$ cat src/rtl/serial_adder_pkg.sv
// Shared types and constants for the serial adder controller and its datapath.
package serial_adder_pkg;

    typedef enum logic [1:0] {
        ST_IDLE  = 2'd0,
        ST_LOAD  = 2'd1,
        ST_SHIFT = 2'd2,
        ST_DONE  = 2'd3
    } state_t;

    localparam int DEFAULT_WIDTH = 8;
    localparam int SUM_WIDTH     = DEFAULT_WIDTH + 1;

endpackage

$ cat src/rtl/serial_adder_ctrl_debounce.sv
// go_debounce: 2-flop synchronizer plus stability counter for a button-driven go.
// The filtered level changes only after CYCLES consecutive samples differing from it.
module go_debounce #(
    parameter int CYCLES = 16
) (
    input  logic clk,
    input  logic rst,
    input  logic go,
    output logic go_stable
);

    localparam int CW = $clog2(CYCLES + 1);
    localparam logic [CW-1:0] LAST = CW'(CYCLES - 1);

    logic          sync1;
    logic          sync2;
    logic [CW-1:0] cnt;

    // go_stable resets high so a button held through reset is not seen as a new press.
    always_ff @(posedge clk) begin
        if (rst) begin
            sync1     <= 1'b0;
            sync2     <= 1'b0;
            cnt       <= '0;
            go_stable <= 1'b1;
        end else begin
            sync1 <= go;
            sync2 <= sync1;
            if (sync2 == go_stable) begin
                cnt <= '0;
            end else if (cnt == LAST) begin
                go_stable <= sync2;
                cnt       <= '0;
            end else begin
                cnt <= cnt + CW'(1);
            end
        end
    end

endmodule

$ cat src/rtl/serial_adder_ctrl.sv
// Control FSM for a bit-serial adder: IDLE -> LOAD -> SHIFT x WIDTH -> DONE.
// Define SERIAL_CTRL_DEBOUNCE_EN to filter go through go_debounce; otherwise go is registered once.
module serial_adder_ctrl
    import serial_adder_pkg::*;
#(
    parameter int WIDTH           = DEFAULT_WIDTH,
    parameter int DEBOUNCE_CYCLES = 16
) (
    input  logic       clk,
    input  logic       rst,
    input  logic       go,
    output logic       load,
    output logic       enable,
    output logic       busy,
    output logic       done,
    output logic [1:0] state
);

    localparam int CW = $clog2(WIDTH + 1);
    localparam logic [CW-1:0] LAST = CW'(WIDTH - 1);

    logic          go_acc;
    logic          go_q;
    logic          start;
    state_t        state_q, state_d;
    logic [CW-1:0] cnt_q, cnt_d;

`ifdef SERIAL_CTRL_DEBOUNCE_EN
    go_debounce #(
        .CYCLES(DEBOUNCE_CYCLES)
    ) u_go_debounce (
        .clk      (clk),
        .rst      (rst),
        .go       (go),
        .go_stable(go_acc)
    );
`else
    logic unused_debounce_cfg;
    assign unused_debounce_cfg = ^DEBOUNCE_CYCLES;

    always_ff @(posedge clk) begin
        if (rst) go_acc <= 1'b1;
        else     go_acc <= go;
    end
`endif

    // go_q resets high: a level held through reset release never looks like a rising edge.
    always_ff @(posedge clk) begin
        if (rst) go_q <= 1'b1;
        else     go_q <= go_acc;
    end

    assign start = go_acc & ~go_q;

    always_ff @(posedge clk) begin
        if (rst) begin
            state_q <= ST_IDLE;
            cnt_q   <= '0;
        end else begin
            state_q <= state_d;
            cnt_q   <= cnt_d;
        end
    end

    always_comb begin
        state_d = state_q;
        cnt_d   = cnt_q;
        case (state_q)
            ST_IDLE: begin
                if (start) state_d = ST_LOAD;
            end
            ST_LOAD: begin
                cnt_d   = '0;
                state_d = ST_SHIFT;
            end
            ST_SHIFT: begin
                // Counter parks at LAST on exit so it never exceeds WIDTH-1.
                if (cnt_q == LAST) begin
                    state_d = ST_DONE;
                end else begin
                    cnt_d = cnt_q + CW'(1);
                end
            end
            ST_DONE: begin
                if (start) state_d = ST_LOAD;
            end
            default: begin
                state_d = ST_IDLE;
                cnt_d   = '0;
            end
        endcase
    end

    assign load   = (state_q == ST_LOAD);
    assign enable = (state_q == ST_SHIFT);
    assign busy   = (state_q == ST_LOAD) || (state_q == ST_SHIFT);
    assign done   = (state_q == ST_DONE);
    assign state  = state_q;

endmodule

$ cat config.mk
export PLATFORM = sky130hd
export DESIGN_NAME = serial_adder_ctrl
export DESIGN_NICKNAME = d
export VERILOG_FILES = /design/src/rtl/serial_adder_pkg.sv /design/src/rtl/serial_adder_ctrl_debounce.sv /design/src/rtl/serial_adder_ctrl.sv
export SDC_FILE = /design/constraint.sdc
export NUM_CORES = 1
export LEC_CHECK = 0
export ABC_AREA = 0
export CAP_MARGIN = 20
export CORE_AREA = 5 5 42 44
export DETAILED_ROUTE_END_ITERATION = 10
export DIE_AREA = 0 0 47 49
export DONT_BUFFER_PORTS = 1
export GPL_TIMING_DRIVEN = 1
export PLACE_DENSITY_LB_ADDON = 0.08
export SKIP_LAST_GASP = 1
export SLEW_MARGIN = 20
export SYNTH_ARGS = -nofsm -noshare
export SYNTH_HDL_FRONTEND = slang
export SYNTH_SLANG_ARGS = --single-unit
$ cat constraint.sdc
create_clock -name clk -period 2.75 [get_ports clk]
set_input_delay 0.825 -clock clk [delete_from_list [all_inputs] [get_ports clk]]
set_output_delay 0.825 -clock clk [all_outputs]
set_load 0.005 [all_outputs]
==> After elaboration in Yosys (flattened, before gate mapping) <==
Index checks and enable logic that the tools add are counted.
{ "word_totals": {"wordCells": 25, "inputBits": 3, "register_bits": 8, "output_inout_bits": 6} }
{ "op_classes": {"bitwise": 2, "n_reduce_logical": 6, "n_addsub": 1, "n_mux": 5, "n_eq_ne": 7} }
{ "ops": {"columns": ["cell", "n"], "rows": [
  ["4-bit one-hot mux with 2 select lines", 1],
  ["2-bit one-hot mux with 3 select lines", 1],
  ["4-bit by 1-bit adder with 4-bit output, second input constant", 1],
  ["2-bit == test, second input constant", 2],
  ["4-bit by 3-bit == test with 1-bit output, second input constant", 1],
  ["2-bit two-way mux", 2],
  ["4-bit two-way mux", 1],
  ["2-bit by 1-bit != test with 1-bit output, second input constant", 2],
  ["2-bit AND reduction", 2],
  ["2-bit by 1-bit == test with 1-bit output, second input constant", 1],
  ["2-bit zero test", 1],
  ["2-bit != test, second input constant", 1],
  ["2-bit nonzero test", 1],
  ["2-bit OR reduction", 1],
  ["1-bit AND", 1],
  ["1-bit logical OR", 1],
  ["1-bit inverter", 1]
]} }

==> Logic depth before layout (Yosys ltp) <==
Gate-level depths: netlist of the first run.
{ "logic_depth": {"ltp_word": 4, "mapped_depth": 5, "depth_no_buf": 5} }

==> Least setup slack after synthesis of the first run <==
Ideal clock, no wire load.
{ "synth_path": {"path_kind": "register to output", "startpoint": "reg state_q[0] (netlist: state[0])", "endpoint": "out busy", "arrival_time_ns": 0.847, "path_slack_ns": 1.078, "path_stages_with_launch": 4, "required_ns": 1.925, "n_path_buf": 0, "path_cell_list": "dfxtp_1 inv_1 ha_1 inv_1"} }
{ "synth_via": {"elab_chain_cells": 2, "word_cells_on_any_way": 3, "classes_between": "eq/ne: 2; reduce/logical: 1"} }
{ "synth_lines": {"columns": ["element", "line_no", "source"], "rows": [
  ["start: declaration", "serial_adder_ctrl.sv:25", "state_t state_q, state_d;"],
  ["start signal: assignment", "serial_adder_ctrl.sv:60", "state_q <= state_d;"],
  ["2-bit by 1-bit == test with 1-bit output or 2-bit == test (tied branches)", "serial_adder_ctrl.sv:96", "assign busy = (state_q == ST_LOAD) || (state_q == ST_SHIFT);"],
  ["1-bit logical OR (*)", "serial_adder_ctrl.sv:96", null],
  ["end: declaration", "serial_adder_ctrl.sv:14", "output logic busy,"]
]} }
Mark *: on every way between the ends. The rest lies on a longest branch, timed or not.

==> Worst setup path after layout of the first run <==
Ends and elaborated chain as after synthesis.

==> results of run 1 <==
==> state kept, by name (all words and copies together), names as in the netlist <==
signal,cells
state,2
go_q,1
cnt_q,4
go_acc,1
==> cells by family after synthesis <==
group	after synthesis
AOI/OAI and AO/OA	10
adders and majority gates	5
buffers and inverters	5
DFF	8
muxes	1
and+or+nand+nor	15
==> power by group through the flow <==
| stage | sequential (uW) | clock (uW) | combinational, uW |
|---|---|---|---|
| final | 157 | 90.4 | 118 |
| after global routing | 162 | 101 | 136 |
| after CTS | 157 | 95.5 | 121 |
| after detailed placement | 159 | 0 | 120 |
| after global placement | 158 | 0 | 118 |
| after floorplan | 154 | 0 | 100 |
==> metrics by stage <==
step           setup WS [ns]  cell area (um^2)  total power [uW]  hold WS [ns]
2_1_floorplan          1.078             411.6             254.1        0.4182
3_3_place_gp           1.022             427.9             276.6        0.4292
3_5_place_dp          0.9886             427.9             279.5        0.4357
4_1_cts               0.6975             450.4             373.2        0.4464
5_1_grt               0.6261             450.4             399.0        0.4800
6_report              0.7121             450.4             365.5        0.4410
==> layer usage <==
metal	routed length [um]	global-route usage [%]	vias to the layer above
li1	-	-	160
met4	29	6.912	0
met1	314	10.15	149
met3	91	4.059	3
met2	353	11.76	13
met5	0	0	-
==> path summary, 6_finish.rpt <==
path         slack [ns]  cells after the start        to     start
max reg2reg        1.21                      4  state[0]  state[0]
min                0.44                      1      go_q    go_acc
min reg2reg        0.44                      1      go_q    go_acc
max                0.71                      3      busy  state[0]
==> synth_stat cells (all sizes together) <==
cell type,number
a2111oi,1
a21oi,4
a22oi,1
and3b,1
and4,1
clkbuf,1
dfxtp,8
ha,5
inv,4
mux2,1
nand2b,2
nand3,2
nand3b,1
nand4,1
nor2,3
o211ai,2
o21ai,1
o31ai,1
or2,2
or3,2
==> layout by cell type (no fill, tap or decap), types with 2 or more instances in the layout <==
| master | instances |
|---|---|
| clkbuf_4 | 3 |
| o211ai_1 | 2 |
| inv_1 | 3 |
| a21oi_1 | 4 |
| dfxtp_1 | 8 |
| nand2b_1 | 2 |
| ha_1 | 5 |
| nor2_1 | 3 |
| or3_1 | 2 |
| or2_2 | 2 |
| nand3_1 | 2 |
==> area by class of cell <==
cell class              count  area, um^2  share of cell area [%]
clock buffers               3       22.52                   5.000
inverters                   4       15.01                   3.333
multi-input cells          31       232.7                   51.67
flip-flops and latches      8       160.2                   35.56
well taps                  16       20.02                   4.444
==> metrics list, run 1 <==
- Power density over the cells: 811.5 mW/mm^2
- Detailed-route DRC error count: 0
- Setup violations remaining at the end of the flow were counted as 0.
- Number of buffers added to fix hold violations after cts: 0
* Synth Area in Adders: 15.20%
* Crit end category: output pin
- H-tree depth: 1
- For the finished layout, the period the worst path requires is 2.038 ns.
- Setup repair after global routing left no endpoint under its margin.
* Clk root buf: clkbuf_4
* Max cap viols: 0
* Syn Area/Cell: 9.356 um^2
* Wire length after detailed routing: 789 um
- Data on the critical path is required at its endpoint by 1.93 ns.
- Critical path, cell by cell: inv_1, ha_1, inv_1
* Clk_skew: 0.01131 ns
- Initial core utilization: 29.38%
- Combinational family with the most area after synthesis: simple AND/OR/NAND/NOR gates
- Fraction of power consumed by the clock network: 24.7%
- Fraction of synthesized area in multiplexers: 2.736%
- TritonCTS built the clock tree.
- Sum of buffers and inverters on the critical path: 2
* Count of pins over their slew limit: 0
- GRT Residual Overflow: 0
* Placement row count: 14
- Summed over all nets, the switching power comes to 130.1 uW.
- Outcome: finished clean
- Post-CTS sizing: 0
* Portion of total power attributed to combinational logic: 32.4%
- Overall track demand over capacity in global routing: 8.745%
* Horizontal extent of the die: 47 um
- Largest delay contributor family on the critical path: flip-flops
- Clock Latency Late Sink: 0.26 ns
- Post-synthesis cell count: 44
- Clk pin slew, worst setup/hold paths: 0.06 ns
* Full die area: 0.002303 mm^2
* Path type of the worst min-delay path: reg2reg
- Simple-Gate Fraction of Synth Area: 21.88%
* Number of fillers in the final layout: 165
* Reported leakage power: 0.0001803 uW
* Post-CTS Repair Setup Buffers: 0
- In this run the biggest area consumer among cell types represents 38.91% of the synthesized area.
- Power Internal: 235.5 uW
- Detail Route Antenna Nets: 0
- Sequential cells were found to cover 38.91% of the synthesized design area.
- Vias per cell: 5.242
* Distinct cell type count after synthesis: 21
- Counting tap cells, the placed design contains a total of 59 instances.
- For this block, the initial DRC count from the detailed router was 2.
* Setup_tns: 0 ns
- The routed layout has 325 vias.
* Cell type with the highest occurrence count on the critical path: inv_1
- Cells with a size suffix above 1 make up 17.39% of the layout.
- Clock sinks: 8
- By startpoint and endpoint, the worst setup path is classified as reg2out.
- For this design, the slowest cell found on the critical path is dfxtp_1.
* Share of total power in sequential cells: 42.9%
- In this run the vertical extent of the chip is 49 um.
- By area the synthesized netlist is led by dfxtp_1 39%, ha_1 15%, a21oi_1 4.9%.
- The hold violation total from the final report is 0.
- DRT Pass-1 Iters: 2
- On the worst path, the slowest cell contributes a delay of 0.44 ns.
- Number of antenna violations at the first check in global routing: 0
- Total of flip-flops plus latches after synthesis: 8
- At the worst endpoint, the arrival time is 1.21 ns.
- The finished layout holds 62 standard cells, fillers aside.
- The total area inside the core boundary comes to 0.001401 mm^2.
* Largest net degree at the start of global routing: 11
* Placer's final routability congestion estimate: 0.6926
- Count of input and output buffers: 0
* Complex-gate fraction of the synthesized area: 16.72%
* Syn Nets: 52
- After the last flow step, the layout net total stands at 56.
- dfxtp_1 takes more of the synthesized area than any other cell.
- After Yosys synthesis, XOR and XNOR cells account for 0% of the synthesized area.
- The number of global-route vias before repair came to 347.
- Largest voltage drop on the vdd net: 271.1 uV
* Worst-path fanout max: 5
- For this run, the share of the core covered by cells in the final layout is 32.14%.
- The longest clock path from root to sink contains 2 buffers.
- Half-perimeter wire length after detailed placement: 646.6 um
* Ant diodes: 0
* Fraction of power spent switching nets: 35.58%
* Startpoint types: flip-flop
- The cell area that synthesis handed to floorplanning was 411.6 um^2.
* Slew @ Worst Pin: 0.3398 ns
- Timing-limited maximum frequency: 0.4907 GHz
- Wire length of the first global-routing pass: 1.428 mm
* Relative max-transition margin: 76.76%
- Clock tree synthesis inserted a total of 3 buffers.
- I/O pin count: 9
* Wire per inst: 12.73 um
- Area growth from synthesis to layout: 9.422%
- Ys Warns: 0
* Final Cycle Share: 74.11%
Note: power is estimated with default switching activity, not from simulation.
==> inputs of run 2 (changes only) <==
==> constraint.sdc (replaced) <==
create_clock -name clk -period 1.87 [get_ports clk]
set_input_delay 0.561 -clock clk [delete_from_list [all_inputs] [get_ports clk]]
set_output_delay 0.561 -clock clk [all_outputs]
set_load 0.005 [all_outputs]
==> run 2 against run 1 <==
  * Non-clock buffer count unchanged
  * Worst setup slack worse by 0.58 ns
  * Core utilization unchanged
  * Hold slack worse by 0.071 ns
  * Clock power up 43%
  * Critical path type unchanged
  * Die area unchanged
  * Via count down 0.92%
==> metrics list, run 2 (synthesis gave the netlist of run 1 again) <==
- Outcome: finished clean (unchanged).
- Clock Latency Late Sink: 0.25 ns (was 0.26 ns)
- Startpoint types: flip-flop (unchanged)
- The smallest clock period supported by the final layout is computed as 1.735 ns.
- Crit end category: output pin (unchanged)
- Largest buffer count on any clock path: 2 (unchanged)
- The delay of the slowest cell on the worst path is 0.42 ns (was 0.44 ns).
- The routed via count divided by cell count was 5.194 (was 5.242).
- The number of flip-flops under the largest register name was 4 (unchanged).
- The net switching power was 188.2 uW (was 130.1 uW).
- The critical path class is reg2out (unchanged).
- Clk pin slew, worst setup/hold paths: 0.05 ns (was 0.06 ns)
* GRT Residual Overflow: 0 (unchanged)
- Data arrival time of the worst path: 1.17 ns (was 1.21 ns)
- The half-perimeter wire length after detailed placement came to 616.5 um (was 646.6 um).
* Endpoint required time on the critical path: 1.31 ns (was 1.93 ns)
- The cts-stage hold buffer count came to 0 (unchanged).
* Wire length of the first global-routing pass: 1.373 mm (was 1.428 mm)
- Vias post-DR: 322 (was 325)
- The area overhead of the layout relative to synthesis came to 9.422% (unchanged).
* Share of total power in sequential cells: 42.9% (about the same)
- Final Cycle Share: 92.80%
- Layout Cell Area excl Fill: 450.4 um^2 (unchanged)
- The filler cell count was 160 (was 165).
- Power Internal: 346.3 uW (was 235.5 uW)
* DRT Pass-1 Iters: 4 (was 2)
- Clk root buf: clkbuf_4 (unchanged)
* Final instance count without filler cells: 62 (unchanged)
- The number of buffers added by the clock tree synthesis step came to 3 (unchanged).
- The cell total after placement is 59 (unchanged).
- Clock sinks: 8 (unchanged)
- The critical-path maximum fanout is 5 (unchanged).
- Count of pins over their slew limit: 0 (unchanged)
- Max cap viols: 0 (unchanged)
- The final hold slack came to 0.3699 ns (was 0.4410 ns).
- The type of the worst min-delay path was in2reg (was reg2reg).
* Placement row count: 14 (unchanged)
- Vias in the first global route: 326 (was 347)
* Slew @ Worst Pin: 0.3466 ns (was 0.3398 ns)
- Most used cells in the layout excluding fill and tap cells: 8 x dfxtp_1, 5 x ha_1, 4 x a21oi_1 (unchanged)
- Ant diodes: 0 (unchanged)
* Cell type with the highest occurrence count on the critical path: inv_1 (unchanged)
* Critical path, cell by cell: inv_1, ha_1, inv_1 (unchanged)
- Reported leakage power: 0.0001803 uW (unchanged)
- The clock tree from TritonCTS is built (unchanged).
- H-tree depth: 1 (unchanged)
- The layout net count was 56 (unchanged).
* Post-CTS sizing: 0 (unchanged)
* Post-CTS Repair Setup Buffers: 0 (unchanged)
* Setup repair after global routing missed its margin: no (unchanged)
- The setup-violating endpoint count in the final report was 0 (unchanged).
- The total I/O pin count came to 9 (unchanged).
* Fraction of power consumed by the clock network: 24.1% (was 24.7%)
- Wire per inst: 13.06 um (was 12.73 um)
- The post-placement cell area was 427.9 um^2 (unchanged).
* Placer's final routability congestion estimate: 0.6348 (was 0.6926)
* Power density over the cells: 1187 mW/mm^2 (was 811.5 mW/mm^2)
- The placeable core area is 0.001401 mm^2 (unchanged).
- The part of the total power dissipated in combinational logic was 33.0% (was 32.4%).
- The detailed-route wire length is 810 um (was 789 um).
* Largest voltage drop on the vdd net: 524.0 uV (was 271.1 uV)
* Timing-limited maximum frequency: 0.5763 GHz
- The height of the die came to 49 um (unchanged).
* Fraction of layout instances using a drive strength above 1: 17.39% (unchanged)
* Fraction of power spent switching nets: 35.21% (was 35.58%)
- The area of the die is 0.002303 mm^2 (unchanged).
* Relative max-transition margin: 76.29% (was 76.76%)
- The global routing usage summed across all routing layers is 8.398% (was 8.745%).
- Most flops, register: cnt_q (unchanged)
- The maximum number of pins on one net before global-route repair came to 11 (unchanged).
- Detail Route Antenna Nets: 0 (unchanged)
- Horizontal extent of the die: 47 um (unchanged)
- The summed negative setup slack over all endpoints is 0 ns (unchanged).
- The most common library cell in the layout ignoring fill and taps is dfxtp_1 (unchanged).
- Clk_skew: 0.004737 ns (was 0.01131 ns)
* Number of antenna violations at the first check in global routing: 0 (unchanged)
- Total count of hold-check failures in the final report: 0 (unchanged)
* CP max-delay cell: dfxtp_1 (unchanged)
* Initial core utilization: 29.38% (unchanged)
- Detailed-route DRC error count: 0 (unchanged)
- The number of I/O port buffers came to 0 (unchanged).
- The number of violations reported at the end of detailed-routing iteration 0 is 10 (was 2).
[run 2: worst paths after layout]
path,from,to,slack [ns],cells after the start
worst max register to register,state[0],cnt_q[2],0.33,4
worst min-delay path,rst,cnt_q[1],0.37,1
worst max-delay path,state[0],busy,0.13,3
worst min register to register,go_acc,go_q,0.45,1
[run 2: through the flow]
stage / utilization [%] / worst slack, ns / total power (uW)
CTS: 32.14 / 0.1096 / 545.0
detailed placement: 30.54 / 0.3211 / 411.2
global route: 32.14 / 0.03851 / 583.4
finish: 32.14 / 0.1347 / 534.5
floorplan: - / 0.4620 / 373.7
global placement: 30.54 / 0.3789 / 406.4
[run 2: power by group through the flow]
stage	registers (uW)	clock network, uW	logic (uW)
after floorplan	226	0	148
after global placement	234	0	173
after detailed placement	234	0	177
after CTS	230	135	180
after global routing	235	147	202
final	229	129	176
[run 2: layout make-up]
cell class              count  area [um^2]  area share [%]
multi-input cells          31        232.7           51.67
flip-flops and latches      8        160.2           35.56
clock buffers               3        22.52           5.000
well taps                  16        20.02           4.444
inverters                   4        15.01           3.333
[run 2: metal layers]
| layer | wire [um] | up-vias | share of wire, % | global-route usage [%] |
|---|---|---|---|---|
| met3 | 87 | 2 | 11 | 4.797 |
| met4 | 8 | 0 | 0.99 | 4.147 |
| li1 | - | 167 | - | - |
| met5 | 0 | - | 0 | 0 |
| met1 | 367 | 138 | 45 | 9.956 |
| met2 | 347 | 15 | 43 | 11.76 |
[run 2: worst max-delay path, delay by kind of cell (launching register included)]
| kind | cells | cell delay, ns |
|---|---|---|
| buffers and inverters | 2 | 0.17 |
| DFF | 1 | 0.42 |
| adders and majority gates | 1 | 0.34 |
==> inputs of run 3 (changes only) <==
--- a/config.mk
+++ b/config.mk
@@ -6,6 +6,7 @@
 export NUM_CORES = 1
 export LEC_CHECK = 0
 export ABC_AREA = 0
+export ABC_CLOCK_PERIOD_IN_PS = 1870
 export CAP_MARGIN = 20
 export CORE_AREA = 5 5 42 44
 export DETAILED_ROUTE_END_ITERATION = 10
==> results of run 3 <==
Final layout, timing and power as in run 2 (identical DEF).
